===== src/rtl/noc_pkg.sv =====
// Shared types and helpers for the NoC endpoint transmit path.
// Holds the packet-framing state enum and the credit counter width function.
package noc_pkg;

   typedef enum logic {
      HEAD = 1'b0,
      BODY = 1'b1
   } state_t;

   // Width able to hold every value 0..depth inclusive.
   function automatic int credit_width(input int depth);
      return (depth < 1) ? 1 : $clog2(depth + 1);
   endfunction

endpackage


===== src/rtl/noc_credit_counter.sv =====
// Credit counter for the downstream router input buffer: starts full, saturates
// on a surplus credit and raises a sticky overflow flag.
module noc_credit_counter
   import noc_pkg::*;
#(
   parameter int FLIT_BUFFER_DEPTH = 2,
   localparam int CW = credit_width(FLIT_BUFFER_DEPTH)
) (
   input  logic          clk,
   input  logic          rst_n,
   input  logic          accept,
   input  logic          credit,
   output logic [CW-1:0] cnt,
   output logic          err_credit_overflow
);

   localparam logic [CW-1:0] FULL = CW'(FLIT_BUFFER_DEPTH);

   // NOTE: sequential state uses non-blocking assignments only, so every
   // register samples pre-edge values regardless of statement order.
   always_ff @(posedge clk or negedge rst_n) begin
      if (!rst_n) begin
         cnt                 <= FULL;
         err_credit_overflow <= 1'b0;
      end else if (credit && !accept) begin
         if (cnt == FULL) begin
            err_credit_overflow <= 1'b1;
         end else begin
            cnt <= cnt + CW'(1);
         end
      end else if (accept && !credit) begin
         // The parent only accepts with a non-zero count, so this never wraps.
         cnt <= cnt - CW'(1);
      end
   end

endmodule


===== src/rtl/noc_endpoint_tx.sv =====
// NoC endpoint transmitter: credit-gated flit injection with per-packet
// destination lock. Define NOC_TX_PERF_EN to add pkt_count/stall_count outputs.
module noc_endpoint_tx
   import noc_pkg::*;
#(
   parameter int DEST_WIDTH        = 4,
   parameter int FLIT_WIDTH        = 256,
   parameter int FLIT_BUFFER_DEPTH = 2
) (
   input  logic                  clk,
   input  logic                  rst_n,
   input  logic                  in_valid,
   output logic                  in_ready,
   input  logic [FLIT_WIDTH-1:0] in_data,
   input  logic [DEST_WIDTH-1:0] in_dest,
   input  logic                  in_last,
   output logic [FLIT_WIDTH-1:0] noc_data,
   output logic [DEST_WIDTH-1:0] noc_dest,
   output logic                  noc_is_tail,
   output logic                  noc_send,
   input  logic                  noc_credit,
   output logic                  err_credit_overflow
`ifdef NOC_TX_PERF_EN
   ,
   output logic [31:0]           pkt_count,
   output logic [31:0]           stall_count
`endif
);

   localparam int CW = credit_width(FLIT_BUFFER_DEPTH);

   logic [CW-1:0]         credit_cnt;
   logic                  accept;
   state_t                state;
   logic [DEST_WIDTH-1:0] dest_lock;

   // NOTE: in_ready is decoded straight from the credit register, so it never
   // depends combinationally on in_valid or noc_credit.
   assign in_ready = (credit_cnt != '0);
   assign accept   = in_valid && in_ready;

   noc_credit_counter #(
      .FLIT_BUFFER_DEPTH(FLIT_BUFFER_DEPTH)
   ) u_credit (
      .clk                 (clk),
      .rst_n               (rst_n),
      .accept              (accept),
      .credit              (noc_credit),
      .cnt                 (credit_cnt),
      .err_credit_overflow (err_credit_overflow)
   );

   always_ff @(posedge clk or negedge rst_n) begin
      if (!rst_n) begin
         state       <= HEAD;
         dest_lock   <= '0;
         noc_send    <= 1'b0;
         noc_is_tail <= 1'b0;
         noc_data    <= '0;
         noc_dest    <= '0;
      end else begin
         noc_send <= accept;
         if (accept) begin
            noc_data    <= in_data;
            noc_is_tail <= in_last;
            if (state == HEAD) begin
               dest_lock <= in_dest;
               noc_dest  <= in_dest;
               state     <= in_last ? HEAD : BODY;
            end else begin
               // Body flits follow the head's route whatever in_dest says.
               noc_dest <= dest_lock;
               if (in_last) begin
                  state <= HEAD;
               end
            end
         end
      end
   end

`ifdef NOC_TX_PERF_EN
   always_ff @(posedge clk or negedge rst_n) begin
      if (!rst_n) begin
         pkt_count   <= '0;
         stall_count <= '0;
      end else begin
         if (accept && in_last) begin
            pkt_count <= pkt_count + 32'd1;
         end
         if (in_valid && !in_ready) begin
            stall_count <= stall_count + 32'd1;
         end
      end
   end
`endif

endmodule


===== config.mk =====
export PLATFORM = sky130hd
export DESIGN_NAME = noc_endpoint_tx
export DESIGN_NICKNAME = d
export VERILOG_FILES = /design/src/rtl/noc_pkg.sv /design/src/rtl/noc_credit_counter.sv /design/src/rtl/noc_endpoint_tx.sv
export SDC_FILE = /design/constraint.sdc
export NUM_CORES = 1
export LEC_CHECK = 0
export BUFFER_PORTS_ARGS = -buffer_cell sky130_fd_sc_hd__buf_2
export CAP_MARGIN = 0
export CORE_AREA = 4 4 202 204
export CTS_CLUSTER_DIAMETER = 50
export DETAILED_ROUTE_END_ITERATION = 8
export DIE_AREA = 0 0 206 208
export HOLD_SLACK_MARGIN = 0.08
export MAX_ROUTING_LAYER = met4
export REMOVE_ABC_BUFFERS = 1
export SYNTH_ARGS = -nofsm -noshare
export SYNTH_HDL_FRONTEND = slang
export SYNTH_SLANG_ARGS = --single-unit

===== constraint.sdc =====
create_clock -name clk -period 1.65 [get_ports clk]
set_input_delay 0.0825 -clock clk [delete_from_list [all_inputs] [get_ports clk]]
set_output_delay 0.0825 -clock clk [all_outputs]
set_load 0.05 [all_outputs]

==> out/qor.txt, run 1 <==
Row cnt: 73
Syn avg cell area: 8.96 um^2
Post-CTS Setup Bufs: 0
Final Hold Violating Endpoints: 0
Reg-to-reg endpoint: noc_data[241]
N_diodes: 0
Post-DP HPWL: 23800 um
Worst slew margin: 0.592
Wirelength per Cell: 14.7 um
Die width: 206 um
CTS H-tree lvls: 2
R2R Setup Slk: 60 ps
CTS root buffer: clkbuf_16
Layout area overhead: 71.3%
Die area: 0.0428 mm^2
Gpl congestion: 0.832
Hold endpoint: noc_data[148]
WP data arrival: 1510 ps
CP cell instances: nor2_1, inv_1, buf_2
Pleak: 0.00959 uW
Fmax: 627 MHz
Hold crit path type: input port to flip-flop
Final core occ: 0.436
Hold Startpoint: in_data[148]
Worst EP required: 1570 ps
Status: completed
Clk buf depth: 3
CP Class: flip-flop to primary output
Pin count of the biggest net entering global routing: 126
First-pass GRT wire length: 56200 um
Drt total wl: 36300 um
FILL cells: 3644
Via count: 10400
Crit path buffers/inverters: 2
Crit Reg-Reg Startpoint: u_credit.cnt[1]
CTS Buf Count: 36
Netlist area before placement: 0.0100 mm^2
Antenna violations before repair: 0
RSZ-0062 raised after global routing: true
Layout Nets: 2181
Share of cells above drive strength 1: 0.318
Crit. End Element: primary output
Clock Sinks: 266
Final cell count without fillers: 2464
Yosys warning total: 0
Area of the multi-input gates: 0.00304 mm^2
Core area: 0.0393 mm^2
Startpoint types: flip-flop
Skew final: 15.6 ps
GRT overflow: 0
Number of global-route vias before repair: 10800
VDD IR max: 1.49 mV
Largest delay share family, worst path: flip-flops
TritonCTS clock tree: yes
GRT Total Usage: 0.166
Min cycle time layout: 1600 ps
Distinct cell type count after synthesis: 20
Initial DRC Count: 624
Final worst slack: 54.3 ps
Period utilization: 0.967
TritonRoute pass-1 iters: 5
R2R cell count: 5
Overall Power: 39700 uW
Place WS: 91.9 ps
Clock Latency Late Sink: 520 ps
Synthesized flop and latch total: 266
Hold path depth: 4
CP max FO: 6
Sequential cell area: 0.00666 mm^2
Max-slew violation count: 0
Routed Antenna Nets: 0
Max cap viols: 0
Critical Path Max Stage Delay: 590 ps
CTS clk-pin slew, worst paths: 60 ps
Post-Synthesis Cells: 1116
# setup viols final: 0
# DRC: 0
Register area share after synthesis: 0.666
Worst Tran Pin Value: 613 ps
IO buf count: 528
Die H: 208 um
Placed cell count: 2138
CP max-delay cell: dfstp_2
Via density per instance: 4.22
Initial Util: 0.255
Pwr Density: 2320 mW/mm^2
Num ports: 529
-- metrics by stage --
stage | hold WS, ps | setup TNS (ps) | instance area [um^2]
5_1_grt | 269 | -25.2 | 17100
6_report | 283 | 0 | 17100
3_5_place_dp | 28.1 | 0 | 13300
2_1_floorplan | -213 | -1404960 | 9710
3_3_place_gp | 33.6 | 0 | 13300
4_1_cts | 236 | 0 | 17100
-- routing by layer --
metal / GRT usage / share of wire / vias up
met5: - / 0 / -
met3: 0.0475 / 0.078 / 103
met1: 0.189 / 0.39 / 4886
met4: 0.0675 / 0.040 / 0
li1: - / - / 4967
met2: 0.276 / 0.49 / 449
-- cells in the final DEF, fill, tap and decap left out, types with 4 or more instances in the layout --
cell type,n
buf_12,9
inv_8,4
dfrtp_1,265
clkbuf_1,4
mux2_1,4
clkinv_2,8
dlygate4sd3_1,265
buf_4,14
clkbuf_16,37
nand2_1,770
buf_2,527
nor2_1,4
clkbuf_8,5
-- worst max path at each step --
| stage | start | end | slack (ps) | cells past startpoint |
|---|---|---|---|---|
| floorplan | u_credit.cnt[0] | state | -5490 | 4 |
| global placement | u_credit.cnt[1] | noc_data[122] | 120 | 6 |
| detailed placement | u_credit.cnt[1] | noc_data[206] | 90 | 6 |
| CTS | u_credit.cnt[1] | in_ready | 8 | 3 |
| global route | u_credit.cnt[0] | in_ready | -30 | 4 |
| finish | u_credit.cnt[1] | in_ready | 50 | 3 |
-- sequential cells by signal, indices dropped and copies added, names as in the netlist --
signal                        count
noc_data                        256
state                             1
noc_is_tail                       1
noc_dest                          4
noc_send                          1
u_credit.err_credit_overflow      1
u_credit.cnt                      2
-- tightest hold or removal path, stage by stage --
cell and delay [ps]:
dlygate4sd3_1 510, buf_2 90, nand2_1 40, nand2_1 50
-- where the power goes --
group | switching [uW] | internal [uW] | leakage (uW)
Sequential | 1720 | 9660 | 0.00327
Clock | 2900 | 4360 | 0.000559
Combinational | 16500 | 4580 | 0.00576
Total | 21100 | 18600 | 0.00959
-- cell families (layout without fill, tap and decap cells) --
family / Yosys count / count (layout) / share of synthesized area
mux: 5 / 5 / 0.00550
buf+inv: 60 / 883 / 0.0304
flops: 266 / 266 / 0.666
compound gates: 8 / 8 / 0.00601
simple gates: 777 / 777 / 0.292
-- Yosys cell counts (all sizes together) --
master / n / area [um^2]
a22oi: 1 / 7.51
o21ai: 3 / 26.3
a21oi: 2 / 10.0
a31o: 1 / 8.76
dfstp: 1 / 26.3
mux2i: 1 / 10.0
nor2: 4 / 15.0
and4: 1 / 8.76
nor2b: 1 / 6.26
dfrtp: 265 / 6630
inv: 3 / 11.3
a211oi: 1 / 7.51
clkbuf: 6 / 22.5
nand2: 771 / 2890
buf: 51 / 270
mux2: 4 / 45.0
-- timing repair --
action                     CTS  global route
hold buffers               265             0
hold endpoints to repair   531             0
setup endpoints to repair    0            53
gates resized for setup      0             4
-- cell type report --
class / instances / share of cell area
flip-flops and latches: 266 / 0.389
repair buffers: 819 / 0.329
multi-input cells: 790 / 0.178
clock buffers: 46 / 0.0589
well taps: 525 / 0.0383
clock inverters: 15 / 0.00628
inverters: 3 / 0.00110
Power figures use the tool's default switching activity.
==> inputs of run 2 (changes only) <==
Settings changed: CTS_BUF_LIST from default to sky130_fd_sc_hd__clkbuf_8.
==> out/qor.txt, run 2 (synthesis gave the netlist of run 1 again) <==
VDD IR max: 1.48 mV (-0.48%)
Largest delay share family, worst path: flip-flops
Initial DRC Count: 678 (+8.7%)
# setup viols final: 0 (unchanged)
Gpl congestion: 0.832 (unchanged)
Startpoint types: flip-flop
CP max FO: 7 (+1)
Max-slew violation count: 0 (unchanged)
Worst slew margin: 0.648 (+0.0567)
R2R cell count: 6 (+1)
Top reg by flops: noc_data
Crit path depth: 4 (+1)
CP cell instances: buf_4, nor2_2, inv_1, buf_6
GRT overflow: 0 (unchanged)
Die H: 208 um (unchanged)
Drt total wl: 37200 um (+2.5%)
TritonCTS clock tree: yes
Num ports: 529 (unchanged)
Die width: 206 um (unchanged)
Clock Latency Late Sink: 580 ps (+60 ps)
Via density per instance: 4.20 (-0.64%)
Pin count of the biggest net entering global routing: 126 (unchanged)
Status: completed
Pleak: 0.00961 uW (+0.18%)
Regs by FF count: noc_data: 256 flops, noc_dest: 4 flops, u_credit.cnt: 2 flops
CTS clk-pin slew, worst paths: 70 ps (about the same)
Commonest non-fill, non-tap cell in the layout: nand2_1
Clk buf depth: 3 (unchanged)
Top layer in use: met4
Share of cells above drive strength 1: 0.323 (+0.00497)
Fmax: 638 MHz (+1.9%)
Via count: 10500 (+0.53%)
Hold path depth: 4 (unchanged)
Post-DP HPWL: 23800 um (unchanged)
Skew final: 15.5 ps (-0.0895 ps)
Pwr Density: 2280 mW/mm^2 (-1.6%)
Worst EP required: 1570 ps (about the same)
Crit path buffers/inverters: 3 (+1)
CP Class: flip-flop to primary output
Die area: 0.0428 mm^2 (unchanged)
Antenna violations before repair: 0 (unchanged)
Worst Tran Pin Value: 528 ps (-85.1 ps)
CP max-delay cell: dfrtp_1
Max cap viols: 0 (unchanged)
Clock Sinks: 266 (unchanged)
First-pass GRT wire length: 57200 um (+1.7%)
FILL cells: 3635 (-0.25%)
Period utilization: 0.949 (-0.0178)
RSZ-0062 raised after global routing: true
Layout area overhead: 70.7%
Final Hold Violating Endpoints: 0 (unchanged)
Most frequent cells in the layout: nand2_1 (771), buf_2 (526), dlygate4sd3_1 (265), dfrtp_1 (265), clkbuf_8 (65)
CTS root buffer: clkbuf_8
DR WL met3: 2920 um (+2.7%)
Row cnt: 73 (unchanged)
Worst hold slack: 214 ps (-69.6 ps)
TritonRoute pass-1 iters: 5 (unchanged)
Hold crit path type: input port to flip-flop
Initial Util: 0.255 (unchanged)
Met1 WL: 14400 um (+1.5%)
Layout Nets: 2194 (+0.60%)
Setup TNS: 0 ps (unchanged)
# DRC: 0 (unchanged)
Min cycle time layout: 1570 ps (-29.3 ps)
Met2 Routed Length: 18500 um (+3.3%)
N_diodes: 0 (unchanged)
Crit. End Element: primary output
Max reg flops: 256 (unchanged)
WP data arrival: 1480 ps (-30 ps)
Critical Path Max Stage Delay: 400 ps (-190 ps)
Post-CTS Setup Bufs: 0 (unchanged)
Core area: 0.0393 mm^2 (unchanged)
GRT Total Usage: 0.169 (+0.00252)
IO buf count: 528 (unchanged)
CTS Buf Count: 48 (+33%)
Wirelength per Cell: 14.9 um (+1.3%)
CTS H-tree lvls: 2 (unchanged)
Routed Antenna Nets: 0 (unchanged)
Number of global-route vias before repair: 11100 (+2.6%)
-- run 2: metrics by stage --
stage | utilization | power, uW | std cells | setup slack, ps | area (um^2)
finish | 0.435 | 38900 | 2493 | 83.6 | 17100
detailed placement | 0.340 | 31900 | 2138 | 91.9 | 13300
global placement | 0.340 | 31700 | 2138 | 117 | 13300
CTS | 0.433 | 39000 | 2492 | 10.3 | 17000
floorplan | - | 26300 | 1059 | -5490 | 9710
global route | 0.435 | 41000 | 2493 | -22.3 | 17100
-- run 2: layer usage --
layer / up-vias / global-route usage
li1: 4991 / -
met5: - / -
met4: 0 / 0.0693
met2: 446 / 0.284
met1: 4912 / 0.187
met3: 111 / 0.0494
-- run 2: worst min-delay path, cell delays in order --
cell           delay, ps
dlygate4sd3_1        510
buf_2                 90
nand2_1               40
nand2_1               40
-- run 2: area by class of cell --
type                    count  area, um^2  area share
repair buffers            820        5680       0.333
flip-flops and latches    266        6660       0.390
well taps                 525         657      0.0385
clock inverters            24         118     0.00689
clock buffers              65         895      0.0524
inverters                   3        23.8     0.00139
multi-input cells         790        3040       0.178
-- run 2: final timing paths --
check	from	endpoint	slack [ps]
max	u_credit.cnt[0]	in_ready	80
min	in_data[182]	noc_data[182]	210
max reg2reg	u_credit.cnt[1]	noc_data[133]	90
min reg2reg	noc_data[135]	noc_data[135]	470
max in group asynchronous	rst_n	noc_data[150]	420
min in group asynchronous	rst_n	noc_data[35]	560
-- run 2: timing repair --
| action | in CTS | in global routing |
|---|---|---|
| endpoints found under the hold margin | 531 | 0 |
| resized for setup | 3 | 5 |
| gates cloned | 0 | 1 |
| pin swaps | 0 | 0 |
| hold buffers | 265 | 0 |
| endpoints found under the setup margin | 1 | 39 |
-- run 2: report_power, final --
part	total [uW]	switching, uW	internal (uW)
clock network	6320	2800	3520
logic	21200	16600	4660
registers	11400	1730	9660
total	38900	21100	17800
==> inputs of run 3 (changes only) <==
Settings changed: ABC_AREA from default to 1, PLACE_DENSITY from default to 0.55.
==> out/qor.txt, run 3 <==
VDD IR max: 1.28 mV (-13%)
Clk buf depth: 3 (unchanged)
CTS H-tree lvls: 2 (unchanged)
Register area share after synthesis: 0.662 (-0.00406)
Period utilization: 0.945 (-0.00420)
Routed Antenna Nets: 0 (unchanged)
Die width: 206 um (unchanged)
CTS Buf Count: 48 (unchanged)
CP max FO: 28 (+21)
Num ports: 529 (unchanged)
Top reg by flops: noc_data
Core area: 0.0393 mm^2 (unchanged)
RSZ-0062 raised after global routing: false
CP cell instances: inv_1, a21oi_4, buf_12, buf_12, nand2_1, nand2_1
Pwr Density: 2300 mW/mm^2 (+0.70%)
Wirelength per Cell: 14.7 um (-1.8%)
# setup viols final: 0 (unchanged)
N_diodes: 0 (unchanged)
Worst slew margin: 0.746 (+0.0980)
CP Class: flip-flop to flip-flop
Max cap viols: 0 (unchanged)
Max-slew violation count: 0 (unchanged)
# DRC: 0 (unchanged)
Max reg flops: 256 (unchanged)
Gpl congestion: 0.828 (-0.53%)
Initial DRC Count: 557 (-18%)
Skew final: 14.0 ps (-1.56 ps)
Post-synth top area cell: dfrtp_1
Critical Path Max Stage Delay: 520 ps (+120 ps)
Largest delay share family, worst path: flip-flops
Ys flop type: dfrtp_1
GRT Total Usage: 0.168 (-0.000823)
Regs by FF count: noc_data: 256 flops, noc_dest: 4 flops, u_credit.cnt: 2 flops
Fmax: 641 MHz (+0.44%)
Final worst slack: 90.5 ps (+6.94 ps)
Die area: 0.0428 mm^2 (unchanged)
Most frequent cells in the layout: nand2_1 (794), buf_2 (526), dlygate4sd3_1 (265)
Min cycle time layout: 1560 ps (-6.94 ps)
Distinct cell type count after synthesis: 17 (-15%)
Overall Power: 39800 uW (+2.2%)
Row cnt: 73 (unchanged)
Worst EP required: 2150 ps (+580 ps)
Via count: 10400 (-0.37%)
EDFF count, synth: 0 (unchanged)
Post-synth top cells: nand2_1 (795), dfrtp_1 (265), buf_2 (23), buf_4 (23), clkbuf_1 (10)
Worst hold slack: 237 ps (+23.6 ps)
Synthesized flop and latch total: 266 (unchanged)
Layout area overhead: 72.2%
Netlist area before placement: 0.0101 mm^2 (+0.61%)
Yosys warning total: 0 (unchanged)
Clock Sinks: 266 (unchanged)
Top cell type's share of synthesized area: 0.659 (-0.00404)
TritonCTS clock tree: yes
IO buf count: 528 (unchanged)
Layout Nets: 2228 (+1.5%)
Number of global-route vias before repair: 11000 (-1.5%)
Hold crit path type: input port to flip-flop
CTS clk-pin slew, worst paths: 70 ps (about the same)
First-pass GRT wire length: 56600 um (-0.97%)
Drt total wl: 37000 um (-0.50%)
FILL cells: 3715 (+2.2%)
Final Hold Violating Endpoints: 0 (unchanged)
Post-DP HPWL: 24400 um (+2.5%)
Crit. End Element: flip-flop
Crit path buffers/inverters: 3 (unchanged)
GRT overflow: 0 (unchanged)
Sequential cell area: 0.00666 mm^2 (about the same)
Antenna violations before repair: 0 (unchanged)
CP max-delay cell: dfstp_2
Via density per instance: 4.13 (-1.6%)
Synth top area cells: dfrtp_1 (66%), nand2_1 (30%), buf_4 (1.7%)
Die H: 208 um (unchanged)
CTS root buffer: clkbuf_8
Place WS: 76.9 ps (-15.0 ps)
WP data arrival: 2060 ps (+580 ps)
Post-Synthesis Cells: 1134 (+1.6%)
Post-synth ARST share: 1.00 (unchanged)
Worst Tran Pin Value: 381 ps (-147 ps)
Initial Util: 0.256 (+0.00156)
TritonRoute pass-1 iters: 5 (unchanged)
Count leader, synth: nand2_1
Share of cells above drive strength 1: 0.326 (+0.00284)
Pleak: 0.00978 uW (+1.7%)
Clock Latency Late Sink: 570 ps (about the same)
Pin count of the biggest net entering global routing: 68 (-46%)
Startpoint types: flip-flop
Commonest non-fill, non-tap cell in the layout: nand2_1
Area of the multi-input gates: 0.00307 mm^2 (+0.95%)
Status: completed
Syn avg cell area: 8.87 um^2 (-0.98%)
[run 3: changes by cell type after synthesis, sizes merged, moves of 2 or more]
| cell | delta |
|---|---|
| buf | -4 |
| clkbuf | +4 |
| inv | +2 |
| mux2 | -4 |
| nand2 | +24 |
| nor2 | -2 |
[run 3: final timing paths]
check	depth (start not counted)	slack, ps	from	end
min	4	240	in_data[112]	noc_data[112]
max reg2reg	6	90	u_credit.cnt[1]	noc_data[44]
max	6	90	u_credit.cnt[1]	noc_data[44]
max in group asynchronous	5	560	rst_n	noc_data[106]
min in group asynchronous	4	660	rst_n	noc_data[215]
min reg2reg	2	470	noc_data[251]	noc_data[251]
[run 3: area by class of cell]
cell class              count  share of cell area
flip-flops and latches    266               0.384
repair buffers            836               0.341
multi-input cells         806               0.177
clock buffers              65              0.0516
well taps                 525              0.0379
clock inverters            22             0.00722
inverters                   5             0.00108
[run 3: routing by layer]
metal	share of wire	vias to the layer above	global-route usage
met5	0	-	-
met2	0.49	429	0.280
met1	0.40	4822	0.194
li1	-	5073	-
met4	0.038	0	0.0636
met3	0.072	97	0.0449
[run 3: kinds of logic after synthesis]
logic type | synth area share
AOI/OAI and AO/OA | 0.00386
buffers and inverters | 0.0346
xor gates and xnor gates | 0.000871
and+or+nand+nor | 0.299
DFF | 0.662
[run 3: power breakdown]
part	total, uW	internal [uW]	switching, uW	leakage [uW]
clock network	6440	3660	2770	0.000578
registers	11600	9760	1790	0.00326
logic	21800	4930	16900	0.00594
[run 3: worst reg2reg max path, cell delays in order (launching register included)]
cell and delay, ps:
dfstp_2 520, inv_1 90, a21oi_4 240, buf_12 220, buf_12 230, nand2_1 100
nand2_1 80
[run 3: repair_timing]
action,in CTS,in global routing
endpoints found under the setup margin,1,3
hold buffers,266,0
cloned,0,1
resized for setup,4,1
setup buffers,0,1
endpoints found under the hold margin,531,0
pin swaps,0,1
[run 3: through the flow]
stage,cell area (um^2),instances,utilization,TNS (ps)
2_1_floorplan,9730,1077,-,-3166750
3_3_place_gp,13600,2170,0.346,0
3_5_place_dp,13600,2170,0.346,0
4_1_cts,17300,2523,0.440,0
5_1_grt,17300,2525,0.441,0
6_report,17300,2525,0.441,0
